**config.mk**
```make
export PLATFORM = sky130hd
export DESIGN_NAME = mitch_mult_pipe
export DESIGN_NICKNAME = d
export VERILOG_FILES = /design/src/rtl/mult_pkg.sv /design/src/rtl/mitch_lod.sv /design/src/rtl/mitch_mult_pipe.sv
export SDC_FILE = /design/constraint.sdc
export NUM_CORES = 1
export LEC_CHECK = 0
export CAP_MARGIN = 20
export CELL_PAD_IN_SITES_DETAIL_PLACEMENT = 1
export CELL_PAD_IN_SITES_GLOBAL_PLACEMENT = 1
export CORE_ASPECT_RATIO = 1.25
export CORE_UTILIZATION = 30
export CTS_CLUSTER_DIAMETER = 120
export CTS_CLUSTER_SIZE = 20
export DETAILED_ROUTE_END_ITERATION = 7
export HOLD_SLACK_MARGIN = 0.12
export PLACE_DENSITY_LB_ADDON = 0.1
export REMOVE_ABC_BUFFERS = 1
export SLEW_MARGIN = 20
export SYNTH_ARGS = -nofsm -noshare
export SYNTH_HDL_FRONTEND = slang
export SYNTH_HIERARCHICAL = 1
export SYNTH_SLANG_ARGS = --single-unit
export TNS_END_PERCENT = 20
```
**constraint.sdc**
```tcl
create_clock -name clk -period 6.4 [get_ports clk]
set_clock_uncertainty 0.2 [all_clocks]
set_input_delay 1.92 -clock clk [delete_from_list [all_inputs] [get_ports clk]]
set_output_delay 1.92 -clock clk [all_outputs]
set_load 0.01 [all_outputs]
```
**src/rtl/mult_pkg.sv**
```systemverilog
// Shared constants and width helpers for the Mitchell multiplier pipeline.
package mult_pkg;

  localparam logic MODE_APPROX = 1'b0;
  localparam logic MODE_EXACT  = 1'b1;

  // Bits needed for a leading-one position 0..w-1.
  function automatic int k_width(input int w);
    return (w > 1) ? $clog2(w) : 1;
  endfunction

  // Bits needed for a summed characteristic plus one carry step (up to 2w-1).
  function automatic int kk_width(input int w);
    return k_width(w) + 1;
  endfunction

endpackage

```
**src/rtl/mitch_lod.sv**
```systemverilog
// Combinational leading-one detector: position of the highest set bit and
// a flag for an all-zero operand (position reads 0 in that case).
module mitch_lod
  import mult_pkg::*;
#(
  parameter int WIDTH = 16
) (
  input  logic [WIDTH-1:0]          a,
  output logic [k_width(WIDTH)-1:0] pos,
  output logic                      zero
);

  localparam int KW = k_width(WIDTH);

  // Scan upward so the last set bit seen (the highest) wins.
  always_comb begin
    pos = '0;
    for (int i = 0; i < WIDTH; i++) begin
      if (a[i]) pos = KW'(i);
    end
  end

  assign zero = ~|a;

endmodule

```
**src/rtl/mitch_mult_pipe.sv**
```systemverilog
// Three-stage Mitchell logarithmic multiplier with a per-transaction exact
// mode. S1 registers operands, S2 holds log-domain values (or the exact
// product), S3 is the antilog result register. One global stall freezes
// every stage when the output is held by the consumer.
module mitch_mult_pipe
  import mult_pkg::*;
#(
  parameter int WIDTH = 16,
  parameter int TRUNC = 5
) (
  input  logic                 clk,
  input  logic                 rst_n,
  input  logic                 in_valid,
  output logic                 in_ready,
  input  logic [WIDTH-1:0]     x,
  input  logic [WIDTH-1:0]     y,
  input  logic                 mode,
  output logic                 out_valid,
  input  logic                 out_ready,
  output logic [2*WIDTH-1:0]   p_out
);

  localparam int KW  = k_width(WIDTH);
  localparam int KKW = kk_width(WIDTH);
  localparam int PW  = 2 * WIDTH;

  // Pipeline-wide advance: bubbles at the output never block the pipe.
  logic advance;
  logic run;
  logic accept;

  assign advance  = !out_valid || out_ready;
  assign in_ready = advance && run;
  assign accept   = in_valid && in_ready;

  // Stage 1 registers.
  logic             s1_valid;
  logic             s1_mode;
  logic [WIDTH-1:0] s1_x;
  logic [WIDTH-1:0] s1_y;

  // Stage 2 registers.
  logic             s2_valid;
  logic             s2_mode;
  logic             s2_zero;
  logic [KW-1:0]    s2_kx;
  logic [KW-1:0]    s2_ky;
  logic [TRUNC-1:0] s2_mx;
  logic [TRUNC-1:0] s2_my;
  logic [PW-1:0]    s2_prod;

  // Log-domain combinational values for S2.
  logic [KW-1:0]    kx;
  logic [KW-1:0]    ky;
  logic             zx;
  logic             zy;
  logic [KW-1:0]    shx;
  logic [KW-1:0]    shy;
  logic [TRUNC-1:0] mx;
  logic [TRUNC-1:0] my;

  mitch_lod #(.WIDTH(WIDTH)) u_lod_x (.a(s1_x), .pos(kx), .zero(zx));
  mitch_lod #(.WIDTH(WIDTH)) u_lod_y (.a(s1_y), .pos(ky), .zero(zy));

  // Left-align so the leading one sits at the MSB; the cast drops that one
  // and the shift keeps the TRUNC fraction bits just below it (floor).
  assign shx = KW'(WIDTH - 1) - kx;
  assign shy = KW'(WIDTH - 1) - ky;
  assign mx  = TRUNC'((s1_x << shx) >> (WIDTH - 1 - TRUNC));
  assign my  = TRUNC'((s1_y << shy) >> (WIDTH - 1 - TRUNC));

  // Antilog combinational values for S3.
  logic [KKW-1:0]   kk;
  logic [TRUNC:0]   msum;
  logic             carry;
  logic [TRUNC:0]   mant;
  logic [KKW-1:0]   sh;
  logic [PW-1:0]    approx;

  assign kk    = KKW'(s2_kx) + KKW'(s2_ky);
  assign msum  = {1'b0, s2_mx} + {1'b0, s2_my};
  assign carry = msum[TRUNC];
  // Without carry the mantissa is 1.M; with carry the sum itself reads as
  // 1.f and the exponent gains one.
  assign mant  = carry ? msum : {1'b1, msum[TRUNC-1:0]};
  assign sh    = kk + KKW'(carry);
  // Mantissa is scaled by 2^TRUNC; shifting back right drops sub-unit bits.
  assign approx = PW'(({{PW{1'b0}}, mant} << sh) >> TRUNC);

  // Input acceptance is held off for one cycle after reset release.
  always_ff @(posedge clk or negedge rst_n) begin
    if (!rst_n) run <= 1'b0;
    else        run <= 1'b1;
  end

  // Stage 1: capture operands and mode.
  always_ff @(posedge clk or negedge rst_n) begin
    if (!rst_n) begin
      s1_valid <= 1'b0;
      s1_mode  <= MODE_APPROX;
      s1_x     <= '0;
      s1_y     <= '0;
    end else if (advance) begin
      s1_valid <= accept;
      s1_mode  <= mode;
      s1_x     <= x;
      s1_y     <= y;
    end
  end

  // Stage 2: characteristics, truncated fractions, zero flag, exact product.
  always_ff @(posedge clk or negedge rst_n) begin
    if (!rst_n) begin
      s2_valid <= 1'b0;
      s2_mode  <= MODE_APPROX;
      s2_zero  <= 1'b0;
      s2_kx    <= '0;
      s2_ky    <= '0;
      s2_mx    <= '0;
      s2_my    <= '0;
      s2_prod  <= '0;
    end else if (advance) begin
      s2_valid <= s1_valid;
      s2_mode  <= s1_mode;
      s2_zero  <= zx || zy;
      s2_kx    <= kx;
      s2_ky    <= ky;
      s2_mx    <= mx;
      s2_my    <= my;
      s2_prod  <= PW'(s1_x) * PW'(s1_y);
    end
  end

  // Stage 3: select exact or antilog result into the output register.
  always_ff @(posedge clk or negedge rst_n) begin
    if (!rst_n) begin
      out_valid <= 1'b0;
      p_out     <= '0;
    end else if (advance) begin
      out_valid <= s2_valid;
      if (s2_mode == MODE_EXACT) p_out <= s2_prod;
      else if (s2_zero)          p_out <= '0;
      else                       p_out <= approx;
    end
  end

endmodule

```
# Word-level counts from Yosys, hierarchy flattened
# Index checks and enable logic that the tools add are counted.
# word_totals
wordCells	65
ff_bits	121
inputBits	37
# op_classes
multipliers	1
addsub	5
n_mux	32
n_reduce_logical	9
n_shift	3
# op_table
cell	n
32-bit 2-to-1 mux	2
4-bit 2-to-1 mux	16
6-bit by 5-bit << shifter with 37-bit output	1
16-bit by 16-bit multiplier with 32-bit output	1
16-bit OR reduction	2
16-bit by 4-bit << shifter with 15-bit output	2
3-bit 2-to-1 mux	8
2-bit 2-to-1 mux	4
4-bit subtractor (first input constant)	2
5-bit by 5-bit adder with 6-bit output	1
4-bit by 4-bit adder with 5-bit output	1
5-bit by 1-bit adder with 5-bit output	1
1-bit zero test	3
1-bit logical AND	2
1-bit logical OR	2
1-bit 2-to-1 mux	2

# Logic depth before layout (Yosys ltp)
# logic_depth
depth_word	17
ltp_mapped	21
mapped_depth_nobuf	19

# Cells and area by module
# Netlist, hierarchy kept.
# by_module_without_submodules
module	instances	seq_area_each_um2	area_per_inst_um2	cells_each
mitch_mult_pipe	1	3027.9	15078.2	1759
mitch_lod	2	0.0	161.4	29

# Worst setup path before layout
# Ideal clock, no wire load.
# synth_timing
path_kind	reg-to-reg
start	reg s1_y[7]
end	reg s2_prod[28]
t_arrival_ps	5748
setup_slack_ps	370
period_less_slack_ps	6030
path_buffers	2
setup_time_ps	82
path_stages_with_launch	22
path_cell_list	dfrtp_1 -> clkbuf_1 -> clkbuf_1 -> nand2_1 -> fa_1 -> inv_1 -> fa_1 -> inv_1 -> fa_1 -> inv_1 -> fa_1 -> fa_1 -> inv_1 -> fa_1 -> inv_1 -> ha_1 -> nand2_1 -> o21a_1 -> a221o_1 -> and3_1 -> or3_1 -> a31oi_1
# synth_via
elab_chain_len	1
# synth_lines
element	line	rtl
start, declared	mitch_mult_pipe.sv:40	logic [WIDTH-1:0] s1_y;
start signal, assigned	mitch_mult_pipe.sv:107	s1_y <= y;
16-bit by 16-bit multiplier with 32-bit output	mitch_mult_pipe.sv:130	s2_prod <= PW'(s1_x) * PW'(s1_y);
end signal, assigned	mitch_mult_pipe.sv:130	
end, declared	mitch_mult_pipe.sv:50	logic [PW-1:0] s2_prod;
# No other way between the ends.
# A chain may end at the register's enable or synchronous reset.

# Final worst setup path
# layout_timing
start	reg s1_x[5]
end	reg s2_prod[24]
# layout_via
elab_chain_len	1
# layout_lines
element	line	rtl
start, declared	mitch_mult_pipe.sv:39	logic [WIDTH-1:0] s1_x;
start signal, assigned	mitch_mult_pipe.sv:101	s1_x <= '0;
start signal, assigned	mitch_mult_pipe.sv:106	s1_x <= x;
16-bit by 16-bit multiplier with 32-bit output	mitch_mult_pipe.sv:130	
# No other way between the ends.

==> report_table.html <==
<table>
<tr><th>Metric</th><th>Value</th></tr>
<tr><th colspan="2">Placement</th></tr>
<tr><td>DP HPWL</td><td>41.1 mm</td></tr>
<tr><td>Placer congestion estimate</td><td>0.895</td></tr>
<tr><td>Cell area after placement</td><td>17200 um^2</td></tr>
<tr><td># port buffers</td><td>70</td></tr>
<tr><th colspan="2">Global routing</th></tr>
<tr><td>Routing usage on met3</td><td>between 2 and 2.5%</td></tr>
<tr><td>Number of antenna violations at the first check in global routing</td><td>2</td></tr>
<tr><td>Wire length of the first global-routing pass</td><td>approximately 80 mm</td></tr>
<tr><td>Busiest metal layer after global routing</td><td>met2</td></tr>
<tr><td>Via count of the first global-routing pass</td><td>around 14000</td></tr>
<tr><td>Met2 GRT Util</td><td>a little over a third</td></tr>
<tr><td>Maximum number of pins on one net before global-route repair</td><td>84</td></tr>
<tr><td>Tot GR Track Use</td><td>20.0%</td></tr>
<tr><td>Global routing usage on met1</td><td>25.2%</td></tr>
<tr><td>Global route overflow</td><td>0</td></tr>
<tr><th colspan="2">Floorplan</th></tr>
<tr><td>I/O Pins</td><td>71</td></tr>
<tr><td>Starting density of the core</td><td>30.5%</td></tr>
<tr><td>Row cnt</td><td>92</td></tr>
<tr><td>Height of the die</td><td>255 um</td></tr>
<tr><td>Total die area</td><td>52300 um^2</td></tr>
<tr><td>X dimension of the die</td><td>205 um</td></tr>
<tr><td>Floorplan Core Area</td><td>around 50000 um^2</td></tr>
<tr><th colspan="2">STA</th></tr>
<tr><td>Period utilization</td><td>95.9%</td></tr>
<tr><td>TNS Setup</td><td>0 ps</td></tr>
<tr><td>Final count of pins violating max slew</td><td>0</td></tr>
<tr><td>Pin slew with the least headroom to its limit</td><td>between 900 and 1000 ps</td></tr>
<tr><td>Setup-violating endpoint count in the final report</td><td>0</td></tr>
<tr><td>Max Fclk</td><td>163 MHz</td></tr>
<tr><td>Hold Vio Cnt, Final</td><td>0</td></tr>
<tr><td>RSZ-0062 raised after global routing</td><td>false</td></tr>
<tr><td>Relative slew slack</td><td>40.0%</td></tr>
<tr><td>Minimum clock period</td><td>6140 ps</td></tr>
<tr><th colspan="2">Synth</th></tr>
<tr><td>Count leader, synth</td><td>sky130_fd_sc_hd__nand2_1</td></tr>
<tr><td>Number of warnings issued by yosys</td><td>6</td></tr>
<tr><td>Largest cells by area after synthesis</td><td>sky130_fd_sc_hd__fa_1 (26%), sky130_fd_sc_hd__dfrtp_1 (20%), sky130_fd_sc_hd__ha_1 (9.1%)</td></tr>
<tr><td>Average footprint of a synthesized cell</td><td>8.48 um^2</td></tr>
<tr><td>Flip-flop cell with the highest count after synthesis</td><td>sky130_fd_sc_hd__dfrtp_1</td></tr>
<tr><td>Cell taking the most area after synthesis</td><td>sky130_fd_sc_hd__fa_1</td></tr>
<tr><td>Area share of the largest cell type after synthesis</td><td>25.6%</td></tr>
<tr><td>Proportion of synthesized chip area in sequential cells</td><td>19.7%</td></tr>
<tr><td>Count of mapped cells out of synthesis</td><td>1817</td></tr>
<tr><td>EDFF count, synth</td><td>0</td></tr>
<tr><td>Distinct cell type count after synthesis</td><td>66</td></tr>
<tr><td>Ys async rst share</td><td>100%</td></tr>
<tr><td>Most frequent cells after synthesis</td><td>sky130_fd_sc_hd__nand2_1 (361), sky130_fd_sc_hd__inv_1 (246), sky130_fd_sc_hd__fa_1 (197)</td></tr>
<tr><td>Netlist area before placement</td><td>15400 um^2</td></tr>
<tr><td>Register bit total from synthesis</td><td>between 100 and 150</td></tr>
<tr><th colspan="2">Detailed routing</th></tr>
<tr><td>Starting DRC count in detailed routing</td><td>593</td></tr>
<tr><td>Number of detailed-route iterations in the first pass</td><td>5</td></tr>
<tr><td>Aggregate routed wire length</td><td>50.5 mm</td></tr>
<tr><td>Number of vias after detailed routing</td><td>12500</td></tr>
<tr><td>DRC violation count after routing</td><td>0</td></tr>
<tr><td>Post-DRT Antenna Nets</td><td>0</td></tr>
<tr><td>Detail-routed net length per standard cell</td><td>between 15 and 20 um</td></tr>
<tr><td>Average vias per placed instance</td><td>4.92</td></tr>
<tr><th colspan="2">Clocking</th></tr>
<tr><td>Clk sink count</td><td>121</td></tr>
<tr><td>Number of clock buffers inserted by TritonCTS</td><td>17</td></tr>
<tr><td>Number of hold buffers added after cts</td><td>0</td></tr>
<tr><td>Root buffer cell</td><td>sky130_fd_sc_hd__clkbuf_16</td></tr>
<tr><td>Buffers from clock root to sink, at most</td><td>2</td></tr>
<tr><td>Clock tree from TritonCTS</td><td>built</td></tr>
<tr><td>Clock slew at the register clock pins of the worst setup and hold paths</td><td>70 ps</td></tr>
<tr><td>Source-to-sink clock delay at the later pin of the worst-skew pair</td><td>450 ps</td></tr>
<tr><td>CTS HTree Levels</td><td>4</td></tr>
<tr><th colspan="2">Worst setup path</th></tr>
<tr><td>Critical path type</td><td>flop to flop</td></tr>
<tr><td>Worst EP arrival</td><td>about 6300 ps</td></tr>
<tr><td>Critical Path Start Type</td><td>flop</td></tr>
<tr><td>Req. time, crit path</td><td>6520 ps</td></tr>
<tr><td>Sort of element at the end of the critical path</td><td>flop</td></tr>
<tr><td>Largest driver fanout on the critical path</td><td>10</td></tr>
<tr><th colspan="2">Finish</th></tr>
<tr><td>Number of inserted diodes</td><td>0</td></tr>
<tr><td>Share of final-layout standard cells stronger than drive strength 1</td><td>8.36%</td></tr>
<tr><td>Total number of nets in the final design</td><td>~2200</td></tr>
<tr><td>Design Area, Final</td><td>17700 um^2</td></tr>
<tr><td>Synthesis-to-finish area growth</td><td>15.1%</td></tr>
<tr><th colspan="2">Job</th></tr>
<tr><td>Max-cap violation count</td><td>0</td></tr>
<tr><th colspan="2">Worst hold path</th></tr>
<tr><td>Worst hold path type</td><td>flop to flop</td></tr>
<tr><th colspan="2">Run status</th></tr>
<tr><td>Run status</td><td>finished clean</td></tr>
</table>
==> worst paths after layout <==
check                      slack, ps     endpoint  cells past startpoint      from
min in group asynchronous       1290    p_out[29]                      1     rst_n
min                              260     s2_valid                      2  s2_valid
min reg2reg                      260     s2_valid                      2  s2_valid
max                              260  s2_prod[24]                     19   s1_x[5]
max in group asynchronous       3650     p_out[6]                      2     rst_n
max reg2reg                      260  s2_prod[24]                     19   s1_x[5]
==> worst max-delay path: stages (launching register included) <==
cell,delay [ps]
sky130_fd_sc_hd__dfrtp_1,510
sky130_fd_sc_hd__buf_4,220
sky130_fd_sc_hd__and2_1,170
sky130_fd_sc_hd__fa_1,490
sky130_fd_sc_hd__inv_1,50
sky130_fd_sc_hd__fa_1,460
sky130_fd_sc_hd__fa_1,510
sky130_fd_sc_hd__fa_1,550
sky130_fd_sc_hd__inv_1,50
sky130_fd_sc_hd__fa_1,470
sky130_fd_sc_hd__inv_1,50
sky130_fd_sc_hd__fa_1,500
sky130_fd_sc_hd__inv_1,50
sky130_fd_sc_hd__ha_1,330
sky130_fd_sc_hd__a21oi_1,310
sky130_fd_sc_hd__o211ai_1,180
sky130_fd_sc_hd__a32oi_2,270
sky130_fd_sc_hd__nand2_1,120
sky130_fd_sc_hd__a2111oi_1,400
sky130_fd_sc_hd__nor3_1,110
==> final cells by class <==
class	instances	area, um^2
clock buffers	20	457
well taps	658	823
multi-input cells	1339	11100
repair buffers	152	1340
flip-flops and latches	121	3040
clock inverters	12	76.3
fillers	5950	32800
inverters	247	927
==> cell usage in the layout (no fill, tap or decap), drive strengths merged, types with 67 or more instances in the layout <==
cell           count
nand2            361
inv              248
fa               197
and2             127
dfrtp            121
ha               112
nor2              84
buf               83
a21oi             77
clkdlybuf4s50     69
o21ai             67
==> cell families after synthesis <==
kind of cell	share of synthesized area (%)
AO/OA/AOI/OAI	11.7
XOR/XNOR	1.19
adder cells (fa/ha/maj)	34.7
buffers and inverters	8.86
flip-flops	19.7
multiplexers	3.49
other	0.0243
AND/OR/NAND/NOR	20.3
==> sequential cells by signal (all words and copies together), names as in the netlist, 4 cells and up <==
signal,count
s2_mx,5
s2_prod,32
s1_x,16
s2_kx,4
s1_y,16
p_out,32
s2_my,5
s2_ky,4
==> per-layer routing <==
metal  wire [um]  share of wire (%)
met3        1050                2.1
met2       26500                 53
met4         557                1.1
met1       22300                 44
met5           0                  0
==> metrics by stage <==
stage               cells  setup slack, ps  hold slack [ps]  util, %
global route         2549             10.1              291     35.1
floorplan            1707             -716              230        -
finish               2549              260              261     35.1
CTS                  2548             19.1              268     35.0
global placement     2516              162              243     33.9
detailed placement   2516            -9.65              253     33.9
==> repair_timing <==
action / CTS / global route
endpoints found under the hold margin: 0 / 0
resized for setup: 1 / 15
cloned: 0 / 0
setup buffers: 0 / 1
pin swaps: 0 / 1
setup endpoints to repair: 1 / 11
Power is not shown: default switching activity piles up to over one toggle a cycle in this logic, so the estimate is an artifact.
